<file path="config.mk">
export PLATFORM = sky130hd
export DESIGN_NAME = obs_split_sched_117bit_flat
export DESIGN_NICKNAME = d
export VERILOG_FILES = /design/src/rtl/obs_split_sched_117bit_if.sv /design/src/rtl/obs_split_sched_117bit.sv /design/src/flat_wrapper.sv
export SDC_FILE = /design/constraint.sdc
export NUM_CORES = 1
export LEC_CHECK = 0
export BUFFER_PORTS_ARGS = -buffer_cell sky130_fd_sc_hd__clkbuf_2
export CELL_PAD_IN_SITES_DETAIL_PLACEMENT = 0
export CELL_PAD_IN_SITES_GLOBAL_PLACEMENT = 1
export CORE_AREA = 2 2 371 373
export CTS_CLUSTER_SIZE = 12
export DETAILED_ROUTE_END_ITERATION = 12
export DIE_AREA = 0 0 373 375
export PLACE_DENSITY_LB_ADDON = 0.3
export SLEW_MARGIN = 20
export SYNTH_ARGS = -nofsm -noshare
export SYNTH_HDL_FRONTEND = slang
export SYNTH_SLANG_ARGS = --single-unit
</file>
<file path="constraint.sdc">
create_clock -name clk -period 35.9 [get_ports clk]
set_input_delay 5.385 -clock clk [delete_from_list [all_inputs] [get_ports clk]]
set_output_delay 5.385 -clock clk [all_outputs]
set_load 0.01 [all_outputs]
</file>
<file path="src/rtl/obs_split_sched_117bit_if.sv">
// Handshake and data bundle for the OBS split scheduler: operand input,
// shared sub-multiplier request/response, and the four sub-product outputs.
interface obs_split_sched_117bit_if #(
   parameter int N = 118,
   parameter int H = 59
);
   logic           in_valid;
   logic           in_ready;
   logic [N-2:0]   A_in;
   logic [N-2:0]   B_in;
   logic           sub_req_valid;
   logic           sub_req_ready;
   logic [H-1:0]   sub_a;
   logic [H-1:0]   sub_b;
   logic           sub_rsp_valid;
   logic [N-2:0]   sub_rsp;
   logic           out_valid;
   logic           out_ready;
   logic [N-2:0]   prod_ee;
   logic [N-2:0]   prod_eo;
   logic [N-2:0]   prod_oe;
   logic [N-2:0]   prod_oo;
   logic           err_rsp;

   // Scheduler side.
   modport slave (
      input  in_valid, A_in, B_in, sub_req_ready, sub_rsp_valid, sub_rsp, out_ready,
      output in_ready, sub_req_valid, sub_a, sub_b, out_valid,
             prod_ee, prod_eo, prod_oe, prod_oo, err_rsp
   );

   // Environment side: operand source, sub-multiplier and product sink.
   modport master (
      output in_valid, A_in, B_in, sub_req_ready, sub_rsp_valid, sub_rsp, out_ready,
      input  in_ready, sub_req_valid, sub_a, sub_b, out_valid,
             prod_ee, prod_eo, prod_oe, prod_oo, err_rsp
   );
endinterface

</file>
<file path="src/rtl/obs_split_sched_117bit.sv">
// Odd/even split front end: captures two 117-bit GF(2) operands and runs the four
// half-products through one shared 59-bit sub-multiplier, holding results until taken.
module obs_split_sched_117bit #(
   parameter int N = 118,
   parameter int H = 59
) (
   input  logic                    clk,
   input  logic                    rst,
   obs_split_sched_117bit_if.slave bus
);
   localparam int W = N - 1;

   typedef enum logic [1:0] {S_IDLE, S_ISSUE, S_WAIT, S_DONE} state_t;

   state_t                  state_q, state_d;
   logic [1:0]              idx_q, idx_d;
   logic [W-1:0]            a_q, a_d;
   logic [W-1:0]            b_q, b_d;
   logic [3:0][W-1:0]       prod_q, prod_d;
   logic [H-1:0]            sub_a_q, sub_a_d;
   logic [H-1:0]            sub_b_q, sub_b_d;
   logic                    err_q, err_d;
   logic                    rdy_q, rdy_d;
   logic [1:0]              idx_nxt;

   logic [H-1:0]            ae_in, ao_in, be_in, bo_in;
   logic [H-1:0]            ae_q, ao_q, be_q, bo_q;

   // Even/odd coefficient split of both the incoming and the captured operands;
   // the top odd coefficient does not exist and is padded with zero.
   for (genvar gi = 0; gi < H; gi++) begin : g_split
      assign ae_in[gi] = bus.A_in[2*gi];
      assign be_in[gi] = bus.B_in[2*gi];
      assign ae_q[gi]  = a_q[2*gi];
      assign be_q[gi]  = b_q[2*gi];
      if (2*gi + 1 < W) begin : g_odd
         assign ao_in[gi] = bus.A_in[2*gi+1];
         assign bo_in[gi] = bus.B_in[2*gi+1];
         assign ao_q[gi]  = a_q[2*gi+1];
         assign bo_q[gi]  = b_q[2*gi+1];
      end else begin : g_pad
         assign ao_in[gi] = 1'b0;
         assign bo_in[gi] = 1'b0;
         assign ao_q[gi]  = 1'b0;
         assign bo_q[gi]  = 1'b0;
      end
   end

   assign idx_nxt = idx_q + 2'd1;

   always_comb begin
      state_d = state_q;
      idx_d   = idx_q;
      a_d     = a_q;
      b_d     = b_q;
      prod_d  = prod_q;
      sub_a_d = sub_a_q;
      sub_b_d = sub_b_q;
      // Only WAIT expects a response; anything else is a protocol error.
      err_d   = err_q | (bus.sub_rsp_valid & (state_q != S_WAIT));

      case (state_q)
         S_IDLE: begin
            if (bus.in_valid && rdy_q) begin
               a_d     = bus.A_in;
               b_d     = bus.B_in;
               idx_d   = 2'd0;
               sub_a_d = ae_in;
               sub_b_d = be_in;
               state_d = S_ISSUE;
            end
         end
         S_ISSUE: begin
            if (bus.sub_req_ready) begin
               state_d = S_WAIT;
            end
         end
         S_WAIT: begin
            if (bus.sub_rsp_valid) begin
               prod_d[idx_q] = bus.sub_rsp;
               if (idx_q == 2'd3) begin
                  state_d = S_DONE;
               end else begin
                  // idx bit 1 picks the A half, bit 0 the B half.
                  idx_d   = idx_nxt;
                  sub_a_d = idx_nxt[1] ? ao_q : ae_q;
                  sub_b_d = idx_nxt[0] ? bo_q : be_q;
                  state_d = S_ISSUE;
               end
            end
         end
         S_DONE: begin
            if (bus.out_ready) begin
               state_d = S_IDLE;
            end
         end
         default: state_d = S_IDLE;
      endcase

      rdy_d = (state_d == S_IDLE);
   end

   always_ff @(posedge clk or posedge rst) begin
      if (rst) begin
         state_q <= S_IDLE;
         idx_q   <= '0;
         a_q     <= '0;
         b_q     <= '0;
         prod_q  <= '0;
         sub_a_q <= '0;
         sub_b_q <= '0;
         err_q   <= 1'b0;
         rdy_q   <= 1'b0;
      end else begin
         state_q <= state_d;
         idx_q   <= idx_d;
         a_q     <= a_d;
         b_q     <= b_d;
         prod_q  <= prod_d;
         sub_a_q <= sub_a_d;
         sub_b_q <= sub_b_d;
         err_q   <= err_d;
         rdy_q   <= rdy_d;
      end
   end

   assign bus.in_ready      = rdy_q;
   assign bus.sub_req_valid = (state_q == S_ISSUE);
   assign bus.sub_a         = sub_a_q;
   assign bus.sub_b         = sub_b_q;
   assign bus.out_valid     = (state_q == S_DONE);
   assign bus.prod_ee       = prod_q[0];
   assign bus.prod_eo       = prod_q[1];
   assign bus.prod_oe       = prod_q[2];
   assign bus.prod_oo       = prod_q[3];
   assign bus.err_rsp       = err_q;
endmodule

</file>
<file path="src/flat_wrapper.sv">
// flat-port wrapper written by rule: the top's interface ports become plain ports
module obs_split_sched_117bit_flat 
#(
   parameter int N = 118,
   parameter int H = 59
)
  (clk, rst, bus_in_valid, bus_A_in, bus_B_in, bus_sub_req_ready, bus_sub_rsp_valid, bus_sub_rsp, bus_out_ready, bus_in_ready, bus_sub_req_valid, bus_sub_a, bus_sub_b, bus_out_valid, bus_prod_ee, bus_prod_eo, bus_prod_oe, bus_prod_oo, bus_err_rsp);
  obs_split_sched_117bit_if #(.N(N), .H(H)) bus_i ();
  input  logic clk;
  input  logic rst;
  input wire logic [$bits(bus_i.in_valid)-1:0] bus_in_valid;
  input wire logic [$bits(bus_i.A_in)-1:0] bus_A_in;
  input wire logic [$bits(bus_i.B_in)-1:0] bus_B_in;
  input wire logic [$bits(bus_i.sub_req_ready)-1:0] bus_sub_req_ready;
  input wire logic [$bits(bus_i.sub_rsp_valid)-1:0] bus_sub_rsp_valid;
  input wire logic [$bits(bus_i.sub_rsp)-1:0] bus_sub_rsp;
  input wire logic [$bits(bus_i.out_ready)-1:0] bus_out_ready;
  output wire logic [$bits(bus_i.in_ready)-1:0] bus_in_ready;
  output wire logic [$bits(bus_i.sub_req_valid)-1:0] bus_sub_req_valid;
  output wire logic [$bits(bus_i.sub_a)-1:0] bus_sub_a;
  output wire logic [$bits(bus_i.sub_b)-1:0] bus_sub_b;
  output wire logic [$bits(bus_i.out_valid)-1:0] bus_out_valid;
  output wire logic [$bits(bus_i.prod_ee)-1:0] bus_prod_ee;
  output wire logic [$bits(bus_i.prod_eo)-1:0] bus_prod_eo;
  output wire logic [$bits(bus_i.prod_oe)-1:0] bus_prod_oe;
  output wire logic [$bits(bus_i.prod_oo)-1:0] bus_prod_oo;
  output wire logic [$bits(bus_i.err_rsp)-1:0] bus_err_rsp;
  assign bus_i.in_valid = bus_in_valid;
  assign bus_i.A_in = bus_A_in;
  assign bus_i.B_in = bus_B_in;
  assign bus_i.sub_req_ready = bus_sub_req_ready;
  assign bus_i.sub_rsp_valid = bus_sub_rsp_valid;
  assign bus_i.sub_rsp = bus_sub_rsp;
  assign bus_i.out_ready = bus_out_ready;
  assign bus_in_ready = bus_i.in_ready;
  assign bus_sub_req_valid = bus_i.sub_req_valid;
  assign bus_sub_a = bus_i.sub_a;
  assign bus_sub_b = bus_i.sub_b;
  assign bus_out_valid = bus_i.out_valid;
  assign bus_prod_ee = bus_i.prod_ee;
  assign bus_prod_eo = bus_i.prod_eo;
  assign bus_prod_oe = bus_i.prod_oe;
  assign bus_prod_oo = bus_i.prod_oo;
  assign bus_err_rsp = bus_i.err_rsp;
  obs_split_sched_117bit #(.N(N), .H(H)) u_core (.clk(clk), .rst(rst), .bus(bus_i));
endmodule
</file>
==> flow_metrics.env, run 1 <==
export IMPL_cts_buffers=93
export IMPL_totalPowerFinal_mw=3.71
export IMPL_grt_pass1_wl_um=162000
export IMPL_arrival_ns=8.81
export IMPL_synth_top_cell_area_share=0.637
export IMPL_rsz0062_at_grt="false"
export IMPL_clk_insertion_delay_late_ns=0.71
export IMPL_use_met3=0.0692
export IMPL_maxCapViolCount=0
export IMPL_max_vdd_ir_drop_uv=39.7
export IMPL_clock_skew_ns=0.0597
export IMPL_antenna_left=0
export IMPL_grt_total_usage=0.154
export IMPL_synthCells=2544
export IMPL_synthesis_area_mm2=0.0325
export IMPL_grt_max_degree=176
export IMPL_fin_tns_setup_ns=0
export IMPL_period_minus_slack_ns=8.13
export IMPL_cp_required_ns=36.58
export IMPL_worst_pin_slew_ns=1.17
export IMPL_final_util=0.308
export IMPL_clockRootBuffer="clkbuf_16"
export IMPL_drt_iter0_drc=1198
export IMPL_clk_pin_slew_ns=0.06
export IMPL_dp_hpwl_um=77100
export IMPL_use_met1=0.177
export IMPL_p_leak_nw=21.8
export IMPL_grt_busiest_layer="met2"
export IMPL_pin_count=947
export IMPL_slew_viol_final=0
export IMPL_drc=0
export IMPL_ys_seq_area_frac=0.637
export IMPL_hold_violations=0
export IMPL_die_area_mm2=0.140
export IMPL_post_cts_buffers=0
export IMPL_crit_type="input port to asynchronous set/reset pin"
export IMPL_gp_congestion=0.797
export IMPL_start_kind="input port"
export IMPL_status="complete, no violations"
export IMPL_grt_pass1_vias=23300
export IMPL_final_cell_mix="clkbuf_2 (946), dfrtp_1 (825), nand2_1 (702)"
export IMPL_ys_warn_count=0
export IMPL_yosys_register_bits=826
export IMPL_met2_usage=0.254
export IMPL_avgSynthCellArea_um2=12.8
export IMPL_synth_top_area_cell="dfrtp_1"
export IMPL_avgViaCountPerCell=4.30
export IMPL_syn_to_final_growth_pct=29.3
export IMPL_yosys_top_cells_area="dfrtp_1 (64%), mux2_2 (16%), nand2_1 (8.1%)"
export IMPL_grt_ovfl_total=0
export IMPL_slew_headroom=0.221
export IMPL_min_period_over_period=0.226
export IMPL_drt_pass1_iter_count=5
export IMPL_antenna_found_initial=40
export IMPL_wire_per_inst_um=20.7
export IMPL_layout_commonest_cell="clkbuf_2"
export IMPL_crit_path_end_kind="asynchronous set/reset pin"
export IMPL_start_util=0.238
export IMPL_cts_sinks=826
export IMPL_coreArea_mm2=0.136
export IMPL_htreeDepth=3
export IMPL_postCtsHoldBufs=0
export IMPL_hp_class="flop to flop"
export IMPL_setup_viol=0
export IMPL_synth_fp_nets=2905
export IMPL_fin_nets=3816
export IMPL_cts_tree="built"
export IMPL_clockBufferDepth=3
export IMPL_vias=22900
export IMPL_dieHeight_um=375
export IMPL_fmax_mhz=123
export IMPL_drt_wl_total_um=110000
export IMPL_ys_types=26
export IMPL_portBuffers=946
export IMPL_drive_gt1_frac=0.449
export IMPL_fp_row_count=136
export IMPL_power_density_mw_per_mm2=88.3
export IMPL_chipWidth_um=373
export IMPL_ctsResizeCount=0
export IMPL_crit_fanout=154
-- cells by family after synthesis --
logic type	share of synthesized area
AO/OA/AOI/OAI	0.0374
adder cells (fa/ha/maj)	0.00154
buffers and inverters	0.0266
flip-flops	0.637
multiplexers	0.198
AND/OR/NAND/NOR	0.0996
-- layer usage --
layer | vias to the layer above | routed length (um)
met1 | 11400 | 43200
met2 | 719 | 53100
met3 | 199 | 10800
li1 | 10500 | -
met4 | 56 | 2720
met5 | - | 367
-- final cells by class --
cell class              count  area, um^2
clock buffers             136        2620
well taps                1794        2240
diodes                     11        27.5
fillers                 14100       94300
clock inverters            24         365
inverters                   4        22.5
repair buffers            974        4990
flip-flops and latches    826       20700
multi-input cells        1556       11100
-- synthesized netlist by cell type --
cell type    n
a21o_1       1
a21oi_1      3
a221o_1    116
and2_1       2
and3_1       1
and3b_1      1
and4b_1      1
buf_1        5
buf_2       46
buf_4       31
buf_6       11
clkbuf_1    65
dfrtp_1    826
ha_1         4
inv_1        4
mux2_2     468
mux2i_1    117
nand2_1    702
nand2_2      4
nand2b_1     2
nand3_1      4
nand4bb_1    2
nor2_1     116
nor2b_1      4
nor4bb_1     2
o21ai_0      6
-- sequential cells by signal (all words and copies together) (netlist names) --
name / cells
u_core.bus.sub_b: 59
u_core.bus.sub_a: 59
u_core.bus.prod_oo: 117
u_core.bus.prod_ee: 117
u_core.bus.err_rsp: 1
u_core.bus.prod_eo: 117
u_core.a_q: 117
u_core.bus.prod_oe: 117
u_core.idx_q: 2
u_core.bus.in_ready: 1
u_core.state_q: 2
u_core.b_q: 117
-- critical path: stages --
cell      delay [ns]
clkbuf_2        0.12
inv_8           0.60
buf_12          0.49
buf_4           0.80
buf_4           0.81
-- final timing paths --
check	cells past startpoint	slack, ns	from	end
max	5	27.77	rst	u_core.a_q[87]
min	2	0.47	u_core.a_q[116]	u_core.a_q[116]
max reg2reg	6	32.43	u_core.idx_q[0]	u_core.bus.prod_oe[111]
min reg2reg	2	0.47	u_core.a_q[116]	u_core.a_q[116]
max in group clk	6	28.26	bus_sub_rsp_valid	u_core.bus.prod_oe[111]
min in group asynchronous	2	4.86	rst	u_core.bus.prod_eo[84]
-- metrics by stage --
stage          instances  hold WS, ns  instance area [um^2]  setup WS (ns)
2_1_floorplan       2544        0.437                 32500           7.31
3_3_place_gp        5153        0.449                 39000          26.89
3_5_place_dp        5153        0.458                 39000          26.97
4_1_cts             5313        0.473                 41900          27.77
5_1_grt             5319        0.488                 42000          27.32
6_report            5325        0.469                 42000          27.77
-- power breakdown --
group	switching [mW]	total [mW]	internal, mW
Clock	0.403	0.947	0.544
Sequential	0.215	1.54	1.32
Combinational	0.674	1.22	0.548
Total	1.29	3.71	2.42
Power figures use the tool's default switching activity.
==> run 2: changes to the inputs <==
--- a/config.mk
+++ b/config.mk
@@ -8,10 +8,10 @@
 export BUFFER_PORTS_ARGS = -buffer_cell sky130_fd_sc_hd__clkbuf_2
 export CELL_PAD_IN_SITES_DETAIL_PLACEMENT = 0
 export CELL_PAD_IN_SITES_GLOBAL_PLACEMENT = 1
-export CORE_AREA = 2 2 371 373
+export CORE_AREA = 2 2 368 370
 export CTS_CLUSTER_SIZE = 12
 export DETAILED_ROUTE_END_ITERATION = 12
-export DIE_AREA = 0 0 373 375
+export DIE_AREA = 0 0 370 372
 export PLACE_DENSITY_LB_ADDON = 0.3
 export SLEW_MARGIN = 20
 export SYNTH_ARGS = -nofsm -noshare
==> constraint.sdc (replaced) <==
create_clock -name clk -period 7.21 [get_ports clk]
set_input_delay 1.0815 -clock clk [delete_from_list [all_inputs] [get_ports clk]]
set_output_delay 1.0815 -clock clk [all_outputs]
set_load 0.01 [all_outputs]
==> run 2 against run 1 <==
Highest routed layer unchanged. Final cell count is the same. Power grew to 5.0 times the previous value. Clock power grew to 5.1 times the previous value. Register-to-register slack lost 29 ns. Sequential power grew to 5.0 times the previous value.
==> flow_metrics.env, run 2 (same netlist as run 1, synthesis figures left out) <==
export IMPL_cts_tree="built"
export IMPL_period_minus_slack_ns=3.62
export IMPL_cp_required_ns=7.76
export IMPL_wire_per_inst_um=21.2
export IMPL_setup_viol=0
export IMPL_final_cell_mix="clkbuf_2 (946), dfrtp_1 (825), nand2_1 (702)"
export IMPL_vias=23000
export IMPL_p_leak_nw=21.9
export IMPL_min_period_over_period=0.502
export IMPL_ff2ff_path_depth=6
export IMPL_ctsResizeCount=0
export IMPL_drive_gt1_frac=0.451
export IMPL_clockBufferDepth=3
export IMPL_multi_input_area_mm2=0.0111
export IMPL_grt_total_usage=0.159
export IMPL_slew_headroom=0.235
export IMPL_dp_hpwl_um=79600
export IMPL_fmax_mhz=276
export IMPL_reg2reg_slack_ns=3.59
export IMPL_drt_wl_total_um=113000
export IMPL_hold_violations=0
export IMPL_critPathLaunch="u_core.idx_q[0]"
export IMPL_grt_ovfl_total=0
export IMPL_fin_tns_setup_ns=0
export IMPL_crit_path_end_kind="flop"
export IMPL_grt_pass1_vias=23200
export IMPL_gp_congestion=0.790
export IMPL_cts_sinks=826
export IMPL_cts_buffers=96
export IMPL_r2r_end="u_core.bus.sub_a[48]"
export IMPL_dpl_cell_area_mm2=0.0390
export IMPL_portBuffers=946
export IMPL_worst_pin_slew_ns=1.15
export IMPL_max_vdd_ir_drop_uv=188
export IMPL_rsz0062_at_grt="false"
export IMPL_chipWidth_um=370
export IMPL_avgViaCountPerCell=4.32
export IMPL_pin_count=947
export IMPL_htreeDepth=3
export IMPL_postCtsHoldBufs=0
export IMPL_hp_class="input port to asynchronous set/reset pin"
export IMPL_start_kind="flop"
export IMPL_slew_viol_final=0
export IMPL_syn_to_final_growth_pct=29.7
export IMPL_fp_row_count=135
export IMPL_reg2reg_from="u_core.idx_q[0]"
export IMPL_status="complete, no violations"
export IMPL_drt_iter0_drc=1179
export IMPL_start_util=0.242
export IMPL_maxCapViolCount=0
export IMPL_final_area_mm2=0.0421
export IMPL_dieHeight_um=372
export IMPL_crit_fanout=63
export IMPL_power_density_mw_per_mm2=442
export IMPL_post_cts_buffers=0
export IMPL_clockRootBuffer="clkbuf_16"
export IMPL_grt_max_degree=198
export IMPL_coreArea_mm2=0.134
export IMPL_regArea_mm2=0.0207
export IMPL_drc=0
export IMPL_antenna_left=0
export IMPL_clk_insertion_delay_late_ns=0.70
export IMPL_antenna_found_initial=40
export IMPL_clock_skew_ns=0.0612
export IMPL_crit_type="flop to flop"
export IMPL_grt_pass1_wl_um=163000
export IMPL_die_area_mm2=0.138
export IMPL_n_fill_cell=13900
export IMPL_arrival_ns=4.17
export IMPL_layout_commonest_cell="clkbuf_2"
export IMPL_fin_nets=3819
export IMPL_drt_pass1_iter_count=5
export IMPL_clk_pin_slew_ns=0.06
[run 2: worst max path at each step]
stage	end	depth (start not counted)
5_1_grt	u_core.bus.sub_a[12]	6
2_1_floorplan	u_core.a_q[0]	1
4_1_cts	u_core.bus.sub_b[0]	6
3_3_place_gp	u_core.bus.sub_a[44]	6
3_5_place_dp	u_core.bus.sub_a[21]	6
6_report	u_core.bus.sub_a[48]	6
[run 2: area by class of cell]
cell class | count | area share
timing repair buffer | 974 | 0.119
sequential | 826 | 0.491
tap | 1781 | 0.0529
antenna | 9 | 0.000535
multi-input combinational | 1556 | 0.263
clock buffer | 149 | 0.0666
clock inverter | 26 | 0.00663
inverter | 4 | 0.000446
[run 2: metrics by stage]
stage / std cells / utilization / setup slack, ns / hold slack (ns) / power (mW)
floorplan: 2544 / - / -5.22 / 0.437 / 11.2
CTS: 5316 / 0.313 / 3.41 / 0.403 / 18.9
global placement: 5141 / 0.290 / 3.48 / 0.452 / 13.9
finish: 5325 / 0.314 / 3.59 / 0.451 / 18.6
detailed placement: 5141 / 0.290 / 3.39 / 0.448 / 14.0
global route: 5320 / 0.313 / 3.28 / 0.433 / 19.8
[run 2: per-layer routing]
metal	global-route usage	routed length (um)
met1	0.191	45200
met3	0.0588	9880
met4	0.0474	2560
met2	0.265	55000
met5	0	317
[run 2: critical path, stage by stage (launching register included)]
cell and delay [ns]:
dfrtp_4 0.85, ha_1 0.48, nand4bb_4 0.21, buf_4 0.67, buf_4 0.76, nor2_1 0.11
a221o_1 0.29
[run 2: where the power goes]
group	total (mW)	switching (mW)	leakage, nW	internal, mW
logic	6.08	3.35	9.82	2.74
clock network	4.79	2.03	1.50	2.75
registers	7.72	1.13	10.6	6.59
total	18.6	6.51	21.9	12.1
==> run 3: changes to the inputs <==
--- a/config.mk
+++ b/config.mk
@@ -8,10 +8,10 @@
 export BUFFER_PORTS_ARGS = -buffer_cell sky130_fd_sc_hd__clkbuf_2
 export CELL_PAD_IN_SITES_DETAIL_PLACEMENT = 0
 export CELL_PAD_IN_SITES_GLOBAL_PLACEMENT = 1
-export CORE_AREA = 2 2 368 370
+export CORE_AREA = 2 2 371 373
 export CTS_CLUSTER_SIZE = 12
 export DETAILED_ROUTE_END_ITERATION = 12
-export DIE_AREA = 0 0 370 372
+export DIE_AREA = 0 0 373 375
 export PLACE_DENSITY_LB_ADDON = 0.3
 export SLEW_MARGIN = 20
 export SYNTH_ARGS = -nofsm -noshare
==> constraint.sdc (replaced) <==
create_clock -name clk -period 3.8 [get_ports clk]
set_input_delay 0.57 -clock clk [delete_from_list [all_inputs] [get_ports clk]]
set_output_delay 0.57 -clock clk [all_outputs]
set_load 0.01 [all_outputs]
==> run 3 against run 2 <==
Sequential power up 89%. Worst setup slack worse by 2.6 ns. Non-clock buffer count grew 46. Critical path depth decreased by 2. Combinational power rose by 94%. Sequential cell count did not move. Via count rose by 1.4%. Power grew 91%. Wire length grew 2.0%. Clock skew down 0.025 ns. First-iteration DRC count down 8.9%. Utilization down 0.068 points. Highest routed layer unchanged.
==> flow_metrics.env, run 3 (same netlist as run 1, synthesis figures left out) <==
export IMPL_status="complete, no violations"
export IMPL_coreArea_mm2=0.136
export IMPL_dp_hpwl_um=82400
export IMPL_clk_pin_slew_ns=0.06
export IMPL_internal_power_mw=23.1
export IMPL_fin_nets=3863
export IMPL_die_area_mm2=0.140
export IMPL_grt_pass1_vias=23900
export IMPL_clockRootBuffer="clkbuf_16"
export IMPL_maxCapViolCount=0
export IMPL_final_cell_mix="clkbuf_2 (946), dfrtp_1 (825), nand2_1 (702)"
export IMPL_hold_violations=0
export IMPL_portBuffers=946
export IMPL_critPathLaunch="u_core.state_q[1]"
export IMPL_drt_wl_total_um=115000
export IMPL_fmax_mhz=359
export IMPL_grt_ovfl_total=0
export IMPL_dp_cells=5179
export IMPL_wire_per_inst_um=21.4
export IMPL_vias=23300
export IMPL_rsz0062_at_grt="false"
export IMPL_grt_total_usage=0.161
export IMPL_syn_to_final_growth_pct=31.3
export IMPL_min_period_over_period=0.734
export IMPL_setup_viol=0
export IMPL_layout_commonest_cell="clkbuf_2"
export IMPL_clockBufferDepth=3
export IMPL_totalPowerFinal_mw=35.5
export IMPL_antenna_left=0
export IMPL_grt_pass1_wl_um=168000
export IMPL_clock_skew_ns=0.0359
export IMPL_antenna_found_initial=26
export IMPL_cts_tree="built"
export IMPL_final_util=0.313
export IMPL_fp_row_count=136
export IMPL_period_minus_slack_ns=2.79
export IMPL_cp_required_ns=4.37
export IMPL_power_frac_comb=0.333
export IMPL_start_util=0.238
export IMPL_switchingPower_mw=12.5
export IMPL_drc=0
export IMPL_dieHeight_um=375
export IMPL_arrival_ns=3.36
export IMPL_switching_share=0.351
export IMPL_power_density_mw_per_mm2=833
export IMPL_crit_fanout=58
export IMPL_p_leak_nw=22.1
export IMPL_max_vdd_ir_drop_uv=360
export IMPL_crit_path_end_kind="flop"
export IMPL_pin_count=947
export IMPL_worst_pin_slew_ns=1.06
export IMPL_reg2reg_from="u_core.state_q[1]"
export IMPL_hp_class="input port to flop"
export IMPL_ctsResizeCount=0
export IMPL_instances_no_fill=5374
export IMPL_chipWidth_um=373
export IMPL_clk_insertion_delay_late_ns=0.70
export IMPL_power_frac_seq=0.411
export IMPL_grt_max_degree=187
export IMPL_start_kind="flop"
export IMPL_cts_sinks=826
export IMPL_drt_pass1_iter_count=6
export IMPL_slew_headroom=0.296
export IMPL_crit_type="flop to flop"
export IMPL_min_from="bus_A_in[99]"
export IMPL_avgViaCountPerCell=4.34
export IMPL_htreeDepth=3
export IMPL_drt_iter0_drc=1074
export IMPL_gp_congestion=0.800
export IMPL_post_cts_buffers=0
export IMPL_cts_buffers=94
export IMPL_drive_gt1_frac=0.452
export IMPL_slew_viol_final=0
export IMPL_power_frac_clock=0.256
==> run 3: metal layers <==
layer | up-vias | wire (um) | global-route usage
met5 | - | 209 | 0
met4 | 30 | 2710 | 0.0458
met3 | 175 | 9510 | 0.0588
met2 | 726 | 55200 | 0.265
met1 | 11800 | 47600 | 0.197
li1 | 10600 | - | -
==> run 3: area by class of cell <==
class                           instances  area (um^2)
Antenna cell                           13         32.5
Sequential cell                       826        20700
Timing Repair Buffer                 1020         5570
Clock buffer                          138         2690
Inverter                                4         18.8
Tap cell                             1794         2240
Fill cell                           14200        93700
Clock inverter                         23          363
Multi-Input combinational cell       1556        11100
==> run 3: critical path, cell delays in order (launching register included) <==
cell and delay [ns]:
dfrtp_1 0.64, and3b_1 0.80, nand2_8 0.41, buf_4 0.36
mux2_2 0.26
==> run 3: path summary, 6_finish.rpt <==
kind | to | slack (ns) | depth (start not counted)
worst max-delay path | u_core.bus.prod_oo[5] | 1.01 | 4
worst min-delay path | u_core.a_q[99] | 0.08 | 3
worst max register to register | u_core.bus.prod_oo[5] | 1.01 | 4
worst min register to register | u_core.bus.err_rsp | 0.46 | 1
max in group asynchronous | u_core.bus.prod_eo[6] | 2.07 | 4
min in group asynchronous | u_core.bus.err_rsp | 0.52 | 3
==> run 3: what timing repair did <==
action | in CTS | in global routing
endpoints found under the setup margin | 0 | 0
hold buffers | 21 | 0
hold endpoints to repair | 21 | 0
==> run 3: power by group through the flow <==
stage / clock, mW / sequential [mW] / combinational (mW)
after floorplan: 0 / 15.5 / 5.79
after global placement: 0 / 14.6 / 12.0
after detailed placement: 0 / 14.7 / 12.1
after CTS: 9.42 / 14.6 / 12.1
after global routing: 9.75 / 15.1 / 13.0
final: 9.08 / 14.6 / 11.8
==> run 3: through the flow <==
stage               hold slack (ns)  setup TNS, ns  setup slack (ns)  cell area (um^2)
floorplan                     0.437       -6702.50             -8.11             32500
global placement              0.443              0             0.976             39400
finish                       0.0790              0              1.01             42600
global route                 0.0409              0             0.879             42600
CTS                       0.0000383              0             0.960             42600
detailed placement            0.449              0             0.969             39400
